===== src/rtl/vape_exec_flag_multi.sv =====
// Multi-region EXEC-validity monitor: one EXEC/ABORT flag per region, lost on any CPU/DMA
// write into the region and regained only when the PC reaches the reset handler.
module vape_exec_flag_multi #(
   parameter int unsigned          N_REGIONS     = 2,
   parameter int unsigned          AW            = 16,
   parameter int unsigned          CNT_W         = 4,
   parameter logic [AW-1:0]        RESET_HANDLER = '0
) (
   input  logic                       clk,
   input  logic                       rst,
   input  logic [AW-1:0]              pc,
   input  logic [AW-1:0]              data_addr,
   input  logic                       data_en,
   input  logic [AW-1:0]              dma_addr,
   input  logic                       dma_en,
   input  logic [N_REGIONS*AW-1:0]    exec_min,
   input  logic [N_REGIONS*AW-1:0]    exec_max,
   input  logic [N_REGIONS-1:0]       region_en,
   output logic [N_REGIONS-1:0]       exec_fail,
   output logic                       any_fail,
   output logic [N_REGIONS-1:0]       cause_cpu,
   output logic [N_REGIONS-1:0]       cause_dma,
   output logic [N_REGIONS*CNT_W-1:0] abort_cnt
);

   typedef enum logic {
      S_EXEC  = 1'b0,
      S_ABORT = 1'b1
   } state_t;

   localparam logic [CNT_W-1:0] CNT_MAX = '1;

   state_t             state_q [N_REGIONS];
   logic [CNT_W-1:0]   cnt_q   [N_REGIONS];
   logic [N_REGIONS-1:0] cause_cpu_q, cause_dma_q;

   logic [N_REGIONS-1:0] hit_cpu, hit_dma, change, malformed;
   logic                 rearm;

   assign rearm = (pc == RESET_HANDLER);

   // A malformed range (min > max) is forced to produce no hits at all.
   always_comb begin
      hit_cpu   = '0;
      hit_dma   = '0;
      malformed = '0;
      for (int i = 0; i < N_REGIONS; i++) begin
         malformed[i] = exec_min[i*AW +: AW] > exec_max[i*AW +: AW];
         hit_cpu[i]   = data_en && !malformed[i] &&
                        (data_addr >= exec_min[i*AW +: AW]) &&
                        (data_addr <= exec_max[i*AW +: AW]);
         hit_dma[i]   = dma_en && !malformed[i] &&
                        (dma_addr >= exec_min[i*AW +: AW]) &&
                        (dma_addr <= exec_max[i*AW +: AW]);
      end
      change = hit_cpu | hit_dma;
   end

   // NOTE: all state is written with non-blocking assignments so every region samples
   // the same pre-edge values regardless of loop order.
   always_ff @(posedge clk) begin
      if (rst) begin
         for (int i = 0; i < N_REGIONS; i++) begin
            state_q[i] <= S_ABORT;
            cnt_q[i]   <= '0;
         end
         cause_cpu_q <= '0;
         cause_dma_q <= '0;
      end else begin
         for (int i = 0; i < N_REGIONS; i++) begin
            if (!region_en[i] || malformed[i]) begin
               state_q[i] <= S_ABORT;
            end else if (state_q[i] == S_EXEC && change[i]) begin
               state_q[i]     <= S_ABORT;
               cause_cpu_q[i] <= hit_cpu[i];
               cause_dma_q[i] <= hit_dma[i];
               if (cnt_q[i] != CNT_MAX) cnt_q[i] <= cnt_q[i] + CNT_W'(1);
            end else if (state_q[i] == S_ABORT && rearm && !change[i]) begin
               // A write coinciding with re-arm keeps the region aborted.
               state_q[i]     <= S_EXEC;
               cause_cpu_q[i] <= 1'b0;
               cause_dma_q[i] <= 1'b0;
            end
         end
      end
   end

   always_comb begin
      exec_fail = '0;
      abort_cnt = '0;
      for (int i = 0; i < N_REGIONS; i++) begin
         exec_fail[i]                 = (state_q[i] == S_ABORT);
         abort_cnt[i*CNT_W +: CNT_W]  = cnt_q[i];
      end
   end

   assign any_fail  = |(exec_fail & region_en);
   assign cause_cpu = cause_cpu_q;
   assign cause_dma = cause_dma_q;

endmodule


===== config.mk =====
export PLATFORM = sky130hd
export DESIGN_NAME = vape_exec_flag_multi
export DESIGN_NICKNAME = d
export VERILOG_FILES = /design/src/rtl/vape_exec_flag_multi.sv
export SDC_FILE = /design/constraint.sdc
export NUM_CORES = 1
export LEC_CHECK = 0
export CORE_UTILIZATION = 45
export CTS_BUF_LIST = sky130_fd_sc_hd__clkbuf_2
export CTS_CLUSTER_SIZE = 20
export DETAILED_ROUTE_END_ITERATION = 7
export MAX_ROUTING_LAYER = met4
export PLACE_DENSITY = 0.77
export SLEW_MARGIN = 10
export SYNTH_ARGS = -nofsm -noshare
export SYNTH_HDL_FRONTEND = slang
export SYNTH_SLANG_ARGS = --single-unit

===== constraint.sdc =====
create_clock -name clk -period 3.66 [get_ports clk]
set_input_delay 0.915 -clock clk [delete_from_list [all_inputs] [get_ports clk]]
set_output_delay 0.915 -clock clk [all_outputs]
set_load 0.02 [all_outputs]

==> flow_summary_export.csv, run 1 <==
group,metric,value,unit
status,outcome,"finished, final reports clean",
clock_network,cts_inserted_buffers,3,
yosys,synth_area_per_cell,8.26,um^2
clock_network,cts.reportedPaths.clkPinSlew,140,ps
worst_setup_path,slowest_delay,460,ps
yosys,synth.top_cell.area_share,0.456,
route,ant_nets,0,
floorplanning,design.core.area,9420,um^2
yosys,synth.most_common_cell,"ha_1",
final_layout,drive_gt1_frac,0.145,
timing,setup-violations-final,0,
clock_network,cts-root-buf,"clkbuf_2",
worst_setup_path,r2r_slack,1810,ps
yosys,synthArstFlopShare,0,
worst_setup_path,crit_type,"in -> reg",
yosys,synth_common_cells,"162 x ha_1, 71 x inv_1, 51 x a21oi_1, 31 x nand2_1, 28 x a21o_1",
floorplanning,die_y,101,um
floorplanning,initial_utilization,0.472,
global_route,grt_pass1_vias,5264,
worst_setup_path,worst_setup_path_end_kind,"register",
pwr,power_density,142,nW/um^2
yosys,synth-main-ff-cell,"edfxtp_1",
clock_network,worst_skew_pair.late_latency,280,ps
global_route,globalRouteTotalUtil,0.318,
yosys,synth.yosys.warnings,0,
route,first_iter_violations,184,
worst_setup_path,reg2regPathDepth,4,
worst_setup_path,crit_buf_inv,4,
clock_network,cts_tree,"done",
final_layout,synthToLayoutAreaGrowth,50.4,%
final_layout,n_antenna_cell,0,
place,routabilityCongestion,0.945,
worst_hold_path,hold_depth,2,
timing,setup_tns,0,ps
timing,relSlewSlack,0.722,
route,totalWireLength,15300,um
worst_setup_path,crit_path_cell_trace,"clkdlybuf4s50_1 > inv_1 > buf_4 > ha_1 > nand4_1 > nor4_2 > buf_4 > a21oi_1 > a2111oi_4 > nor2_2 > nor4_4 > a21o_1",
pwr,p_leak,3.43,nW
worst_setup_path,cpMostUsedCell,"buf_4",
timing,fin_crit_sh,0.981,
floorplanning,rows,35,
global_route,grt_overflow,0,
yosys,seq_area_frac_synth,0.0834,
route,first_pass_iters,4,
worst_setup_path,cp.required,3650,ps
yosys,synth_edf_count,9,
pwr,total_power,0.946,mW
timing,tightest_slew,415,ps
yosys,ys_ff_latch,14,
yosys,synth_fp_nets,818,
worst_setup_path,r2r-end,"cnt_q[0][7]$_SDFFCE_PN0P_",
timing,whs,503,ps
final_layout,final_util,0.710,
place,pre_cts_slack,-273,ps
global_route,antenna_found_initial,0,
worst_setup_path,worstSetupStartpoint,"dma_addr[0]",
yosys,ys_types,54,
route,vias,4976,
final_layout,nFillCells,780,
yosys,ys_top_cells_by_area,"ha_1 46%, edfxtp_1 6.1%, inv_1 6.0%, a21oi_1 5.7%, a21o_1 4.7%",
yosys,netlist_area,4440,um^2
place,port_buffers,132,
timing,final.setup.worst_slack,68.2,ps
clock_network,cts_num_sinks,14,
floorplanning,pin_count,133,
global_route,grt_pass1_wl,24900,um
worst_setup_path,critPathMaxFanout,4,
run,maxCapViolCount,0,
timing,drv_slew,0,
worst_setup_path,cpMaxStageDelayCell,"clkdlybuf4s50_1",
place,post-dp-hpwl,13800,um
pwr,irDropWorstVdd,0.126,mV
clock_network,ctsHtreeMaxLevel,1,
worst_setup_path,start_kind,"primary input",
worst_hold_path,holdPathEnd,"cause_dma[0]$_SDFFE_PP0P_",
worst_setup_path,arrival,3590,ps
worst_hold_path,hold_path_class,"reg -> reg",
final_layout,finalNetCount,1049,
route,route.detailed.drc,0,
timing,fin_crit,3590,ps
worst_setup_path,crit_family,"simple AND/OR/NAND/NOR gates",
clock_network,cts_max_path_buffers,2,
worst_hold_path,hp-start,"cause_dma[0]$_SDFFE_PP0P_",
clock_network,holdBufCountCts,0,
route,avgRoutedWirePerCell,17.1,um
worst_setup_path,timing.rr.start,"cnt_q[0][4]$_SDFFCE_PN0P_",
floorplanning,dieArea,10300,um^2
yosys,syn_inst,538,
floorplanning,die_x,101,um
route,viasPerCell,5.55,
timing,clock_skew,10.1,ps
global_route,grt_max_degree,11,
yosys,synth.largest_area_cell,"ha_1",
timing,hold_viol_final,0,
timing,max_freq,0.278,GHz
## state kept, by name, indices dropped and copies added (netlist names)
name / flops
cause_cpu: 2
cnt_q: 8
state_q: 2
cause_dma: 2
## report_power, final
group	switching (mW)	leakage, nW	internal (mW)
clock	0.0501	0.0140	0.0237
combinational	0.328	3.29	0.370
sequential	0.00351	0.130	0.171
## per-layer routing
| metal | routed length [um] | track usage |
|---|---|---|
| met5 | 0 | - |
| met4 | 512 | 0.114 |
| met3 | 698 | 0.0331 |
| met2 | 7210 | 0.548 |
| met1 | 6930 | 0.383 |
## through the flow
step	instances	area (um^2)
global placement	892	6630
global route	897	6680
floorplan	538	4440
finish	897	6680
CTS	896	6650
detailed placement	892	6630
## cell families after synthesis
kind of cell | count (synthesis) | synth area share
muxes | 1 | 0.00254
buffers and inverters | 74 | 0.0642
xor gates and xnor gates | 4 | 0.00789
adders and majority gates | 162 | 0.456
and+or+nand+nor | 140 | 0.173
DFF | 14 | 0.0834
AOI/OAI and AO/OA | 143 | 0.213
## worst max path at each step
stage	to	slack, ps	cells past startpoint
2_1_floorplan	cnt_q[0][4]$_SDFFCE_PN0P_	560	9
3_3_place_gp	cnt_q[0][7]$_SDFFCE_PN0P_	-200	12
3_5_place_dp	cnt_q[0][6]$_SDFFCE_PN0P_	-270	12
4_1_cts	cnt_q[0][6]$_SDFFCE_PN0P_	9	11
5_1_grt	cnt_q[0][7]$_SDFFCE_PN0P_	-50	11
6_report	cnt_q[0][7]$_SDFFCE_PN0P_	70	12
## cells in the final DEF (no fill, tap or decap), drive strengths merged, types with 10 or more instances in the layout
master,synthesis,layout
nand2,31,31
nand4,24,24
a21oi,51,51
nor4,10,10
buf,2,97
a21o,28,28
clkdlybuf4s50,0,132
nor2,23,23
nor2b,18,18
o21ai,22,22
ha,162,162
nand3,11,11
inv,71,71
## tightest hold or removal path, delay by kind of cell, from the launching register on
family / cells / cell delay, ps
AO/OA/AOI/OAI: 2 / 140
flip-flops: 1 / 340
## final cells by class
| type | count | area (um^2) | area share |
|---|---|---|---|
| multi-input combinational | 450 | 3810 | 0.571 |
| timing repair buffer | 229 | 2050 | 0.307 |
| sequential | 14 | 370 | 0.0554 |
| inverter | 71 | 267 | 0.0399 |
| tap | 129 | 161 | 0.0242 |
| clock buffer | 3 | 15.0 | 0.00225 |
| clock inverter | 1 | 3.75 | 0.000562 |
## repair_timing
action / 4_1_cts / 5_1_grt
gates resized for setup: 0 / 6
buffers inserted: 0 / 1
setup endpoints to repair: 0 / 18
Power figures use the tool's default switching activity.
==> run 2, diff against run 1 <==
--- a/config.mk
+++ b/config.mk
@@ -9,8 +9,10 @@
 export CTS_BUF_LIST = sky130_fd_sc_hd__clkbuf_2
 export CTS_CLUSTER_SIZE = 20
 export DETAILED_ROUTE_END_ITERATION = 7
+export GPL_TIMING_DRIVEN = 0
 export MAX_ROUTING_LAYER = met4
 export PLACE_DENSITY = 0.77
+export RECOVER_POWER = 50
 export SLEW_MARGIN = 10
 export SYNTH_ARGS = -nofsm -noshare
 export SYNTH_HDL_FRONTEND = slang
==> flow_summary_export.csv, run 2 (synthesized netlist as in run 1, its figures left out) <==
group,metric,value,unit
global_route,antenna_found_initial,0,
timing,whs,516,ps
timing,setup_tns,0,ps
worst_setup_path,arrival,3620,ps
place,port_buffers,131,
run,maxCapViolCount,0,
pwr,total_power,0.880,mW
worst_setup_path,r2r-end,"cnt_q[0][6]$_SDFFCE_PN0P_",
timing,fin_crit,3610,ps
global_route,grt_pass1_wl,21700,um
timing,setup-violations-final,0,
worst_setup_path,worstSetupStartpoint,"data_addr[15]",
final_layout,stdcell_count,808,
global_route,grt_overflow,0,
final_layout,final_common_cell,"ha_1",
route,avgRoutedWirePerCell,17.2,um
floorplanning,die_x,101,um
final_layout,drive_gt1_frac,0.0663,
worst_setup_path,crit_path_end,"cnt_q[0][6]$_SDFFCE_PN0P_",
pwr,p_leak,3.18,nW
clock_network,cts_tree,"done",
clock_network,holdBufCountCts,0,
route,viasPerCell,5.70,
floorplanning,dieArea,10300,um^2
timing,max_freq,0.277,GHz
worst_setup_path,crit_path_cell_trace,"clkdlybuf4s50_1 > ha_1 > nand4_1 > nor4_4 > nand4_1 > a2bb2oi_4 > nor2_4 > nor4_4 > a21o_1",
worst_setup_path,cpMaxStageDelayCell,"clkdlybuf4s50_1",
global_route,globalRouteTotalUtil,0.278,
timing,drv_slew,0,
worst_setup_path,slowest_delay,530,ps
timing,clock_skew,4.32,ps
worst_setup_path,cp.depth,9,
route,vias,4604,
final_layout,final_area,6230,um^2
status,outcome,"finished, final reports clean",
final_layout,final_cell_mix,"154 x ha_1, 102 x clkdlybuf4s50_1, 66 x inv_1, 49 x a21oi_1, 31 x nand2_1",
worst_setup_path,start_kind,"primary input",
clock_network,cts_inserted_buffers,3,
worst_setup_path,crit_type,"in -> reg",
final_layout,finalNetCount,960,
timing,fin_crit_sh,0.988,
pwr,irDropWorstVdd,0.155,mV
worst_setup_path,crit_family,"simple AND/OR/NAND/NOR gates",
floorplanning,initial_utilization,0.472,
timing,tightest_slew,509,ps
global_route,grt_max_degree,11,
route,first_iter_violations,164,
place,post-dp-hpwl,12100,um
route,totalWireLength,13900,um
worst_setup_path,timing.rr.start,"cnt_q[0][4]$_SDFFCE_PN0P_",
floorplanning,design.core.area,9420,um^2
worst_setup_path,worst_setup_path_end_kind,"register",
worst_setup_path,crit_buf_inv,1,
final_layout,n_antenna_cell,0,
route,ant_nets,0,
clock_network,cts.reportedPaths.clkPinSlew,130,ps
timing,final.setup.worst_slack,45.4,ps
place,pre_cts_slack,-530,ps
floorplanning,rows,35,
final_layout,synthToLayoutAreaGrowth,40.2,%
clock_network,ctsHtreeMaxLevel,1,
clock_network,cts-root-buf,"clkbuf_2",
clock_network,cts_num_sinks,14,
clock_network,cts_max_path_buffers,2,
worst_setup_path,r2r_slack,1920,ps
final_layout,nFillCells,803,
worst_setup_path,cp.required,3670,ps
place,placed_area,5910,um^2
floorplanning,pin_count,133,
pwr,power_density,141,nW/um^2
final_layout,largest_reg_flops,8,
final_layout,final_util,0.661,
place,routabilityCongestion,0.915,
worst_setup_path,reg2regPathDepth,4,
timing,hold_viol_final,0,
place,place_inst,798,
clock_network,worst_skew_pair.late_latency,290,ps
worst_hold_path,hold_depth,2,
global_route,grt_pass1_vias,4687,
worst_hold_path,hold_path_class,"reg -> reg",
timing,relSlewSlack,0.660,
route,route.detailed.drc,0,
worst_setup_path,critPathMaxFanout,4,
floorplanning,die_y,101,um
final_layout,largest-register,"cnt_q",
route,first_pass_iters,4,
run 2: cell types whose count changed in the layout (fill, tap and decap cells not counted), moves of 8 or more:
cell	before	now
buf_4	97	8
dlymetal6s2s_1	0	13
dlygate4sd3_1	0	15
ha_1	162	154
clkdlybuf4s50_1	132	102
ha_4	0	8
run 2: how the worst min path moves through the flow:
stage | startpoint | endpoint
6_report | cause_dma[0]$_SDFFE_PP0P_ | cause_dma[0]$_SDFFE_PP0P_
5_1_grt | cause_dma[0]$_SDFFE_PP0P_ | cause_dma[0]$_SDFFE_PP0P_
4_1_cts | cause_dma[1]$_SDFFE_PP0P_ | cause_dma[1]$_SDFFE_PP0P_
3_5_place_dp | cause_dma[1]$_SDFFE_PP0P_ | cause_dma[1]$_SDFFE_PP0P_
3_3_place_gp | cause_dma[0]$_SDFFE_PP0P_ | cause_dma[0]$_SDFFE_PP0P_
2_1_floorplan | state_q[1]$_DFF_P_ | cause_cpu[1]$_SDFFE_PP0P_
run 2: repair_timing:
action,CTS,global route
pin swaps,3,17
buffers inserted,0,6
cloned,0,0
gates resized for setup,8,40
endpoints found under the setup margin,14,18
run 2: area by class of cell:
type,instances,area (um^2),share of cell area
Buffer,3,18.8,0.00301
Clock buffer,4,20.0,0.00322
Inverter,71,267,0.0428
Multi-Input combinational cell,450,4000,0.643
Sequential cell,14,370,0.0595
Tap cell,129,161,0.0259
Timing Repair Buffer,137,1390,0.223
run 2: worst min-delay path: stages, from the launching register on:
cell	delay [ps]
dfxtp_1	330
o21ai_1	80
a21oi_1	70
run 2: report_power, final:
part	switching (mW)	internal (mW)	total [mW]
clock	0.0502	0.0290	0.0791
combinational	0.318	0.310	0.628
sequential	0.00298	0.171	0.174
total	0.371	0.510	0.880
run 2: per-layer routing:
metal  share of wire  global-route usage
met1            0.44               0.325
met2            0.48               0.493
met3           0.051              0.0324
met4           0.029              0.0925
met5               0                   -
==> run 3, diff against run 2 <==
--- a/config.mk
+++ b/config.mk
@@ -9,9 +9,9 @@
 export CTS_BUF_LIST = sky130_fd_sc_hd__clkbuf_2
 export CTS_CLUSTER_SIZE = 20
 export DETAILED_ROUTE_END_ITERATION = 7
+export DONT_BUFFER_PORTS = 1
 export GPL_TIMING_DRIVEN = 0
 export MAX_ROUTING_LAYER = met4
-export PLACE_DENSITY = 0.77
 export RECOVER_POWER = 50
 export SLEW_MARGIN = 10
 export SYNTH_ARGS = -nofsm -noshare
==> flow_summary_export.csv, run 3 (synthesized netlist as in run 1, its figures left out) <==
group,metric,value,unit
floorplanning,pin_count,133,
worst_setup_path,start_kind,"primary input",
final_layout,nFillCells,933,
final_layout,final_util,0.490,
pwr,seqPwrFrac,0.269,
clock_network,cts_num_sinks,14,
final_layout,multiInputGateArea,3780,um^2
floorplanning,initial_utilization,0.472,
worst_setup_path,reg2regPathDepth,4,
clock_network,postCtsResizedCells,0,
worst_setup_path,arrival,3420,ps
global_route,grt_pass1_vias,3954,
timing,final.setup.worst_slack,293,ps
worst_hold_path,hold_depth,1,
route,first_iter_violations,128,
timing,whs,603,ps
clock_network,cts_inserted_buffers,3,
route,viasPerCell,5.89,
timing,drv_slew,0,
final_layout,synthToLayoutAreaGrowth,3.83,%
clock_network,cts.reportedPaths.clkPinSlew,150,ps
route,totalWireLength,12100,um
worst_setup_path,critPathMaxFanout,8,
clock_network,holdBufCountCts,0,
floorplanning,rows,35,
timing,tightest_slew,748,ps
floorplanning,die_x,101,um
route,avgRoutedWirePerCell,18.1,um
clock_network,ctsHtreeMaxLevel,1,
place,placed_area,4600,um^2
clock_network,cts_max_path_buffers,2,
run,maxCapViolCount,0,
pwr,power_density,144,nW/um^2
route,route.detailed.drc,0,
pwr,power_switching,0.288,mW
global_route,grt_max_degree,11,
pwr,switching_share,0.435,
global_route,grt_pass1_wl,19300,um
clock_network,postCtsSetupBuffers,0,
final_layout,n_antenna_cell,0,
worst_setup_path,worst_setup_path_end_kind,"register",
route,ant_nets,0,
worst_setup_path,r2r_slack,1790,ps
timing,max_freq,0.297,GHz
final_layout,layout.area.seq,370,um^2
final_layout,final_area,4610,um^2
final_layout,largest-register,"cnt_q",
timing,fin_crit,3370,ps
clock_network,cts-root-buf,"clkbuf_2",
global_route,antenna_found_initial,0,
pwr,p_int,0.374,mW
timing,hold_viol_final,0,
worst_hold_path,hold_path_class,"reg -> reg",
pwr,p_comb_frac,0.612,
pwr,irDropWorstVdd,0.173,mV
place,port_buffers,0,
timing,relSlewSlack,0.499,
timing,setup-violations-final,0,
timing,clock_skew,6.69,ps
clock_network,worst_skew_pair.late_latency,300,ps
global_route,globalRouteTotalUtil,0.249,
route,first_pass_iters,6,
status,outcome,"finished, final reports clean",
final_layout,drive_gt1_frac,0.0185,
place,pre_cts_slack,-21.8,ps
pwr,p_leak,2.46,nW
worst_setup_path,cp.required,3710,ps
final_layout,largest_reg_flops,8,
clock_network,cts_tree,"done",
route,vias,3953,
floorplanning,design.core.area,9420,um^2
place,post-dp-hpwl,11000,um
floorplanning,die_y,101,um
final_layout,final_cell_mix,"162 x ha_1, 71 x inv_1, 51 x a21oi_1, 31 x nand2_1, 28 x a21o_1",
final_layout,final_common_cell,"ha_1",
timing,fin_crit_sh,0.920,
pwr,clkPwrFrac,0.119,
place,routabilityCongestion,0.936,
worst_setup_path,crit_type,"in -> reg",
global_route,grt_overflow,0,
floorplanning,dieArea,10300,um^2
timing,rsz0062_at_grt,"no",
final_layout,finalNetCount,823,
## run 3: cell types whose count changed in the layout (fill, tap and decap cells not counted), sizes merged
cell	previous run	this run
clkinv	0	1
dlygate4sd3	15	0
dlygate4sd2	1	0
clkbuf	5	6
buf	8	0
dlymetal6s2s	13	0
clkdlybuf4s50	102	0
## run 3: power groups by stage
| stage | Clock (mW) | Sequential (mW) | Combinational [mW] |
|---|---|---|---|
| 3_5_place_dp | 0 | 0.182 | 0.402 |
| 6_report | 0.0790 | 0.178 | 0.405 |
| 2_1_floorplan | 0 | 0.181 | 0.310 |
| 3_3_place_gp | 0 | 0.182 | 0.380 |
| 4_1_cts | 0.0816 | 0.178 | 0.406 |
| 5_1_grt | 0.0897 | 0.179 | 0.476 |
## run 3: area by class of cell
class	count	share of cell area
multi-input cells	450	0.820
inverters	71	0.0578
clock buffers	3	0.00326
flip-flops and latches	14	0.0803
well taps	129	0.0350
clock inverters	1	0.000814
plain buffers	3	0.00244
## run 3: metrics by stage
| stage | instances | setup TNS (ps) | power [mW] |
|---|---|---|---|
| 6_report | 671 | 0 | 0.662 |
| 5_1_grt | 671 | 0 | 0.744 |
| 4_1_cts | 671 | 0 | 0.666 |
| 3_5_place_dp | 667 | -67.6 | 0.583 |
| 3_3_place_gp | 667 | 0 | 0.561 |
| 2_1_floorplan | 538 | 0 | 0.491 |
## run 3: metal layers
| metal | share of wire | vias to the layer above | GRT usage |
|---|---|---|---|
| li1 | - | 2029 | - |
| met1 | 0.44 | 1802 | 0.295 |
| met2 | 0.49 | 108 | 0.444 |
| met3 | 0.062 | 14 | 0.0490 |
| met4 | 0.013 | 0 | 0.0323 |
| met5 | 0 | - | - |
## run 3: worst paths after layout
path | from | endpoint
worst min register to register | state_q[1]$_DFF_P_ | cause_cpu[1]$_SDFFE_PP0P_
worst max-delay path | dma_addr[0] | cnt_q[0][6]$_SDFFCE_PN0P_
worst min-delay path | state_q[1]$_DFF_P_ | cause_cpu[1]$_SDFFE_PP0P_
worst max register to register | cnt_q[0][4]$_SDFFCE_PN0P_ | cnt_q[0][7]$_SDFFCE_PN0P_
## run 3: worst max-delay path, stage by stage
cell and delay [ps]:
inv_1 130, ha_1 250, nand2b_1 140, a2111oi_0 550, o31ai_1 220, a31o_2 260, o21ai_0 130, o21ai_1 240
a32oi_2 480, nor2_1 100
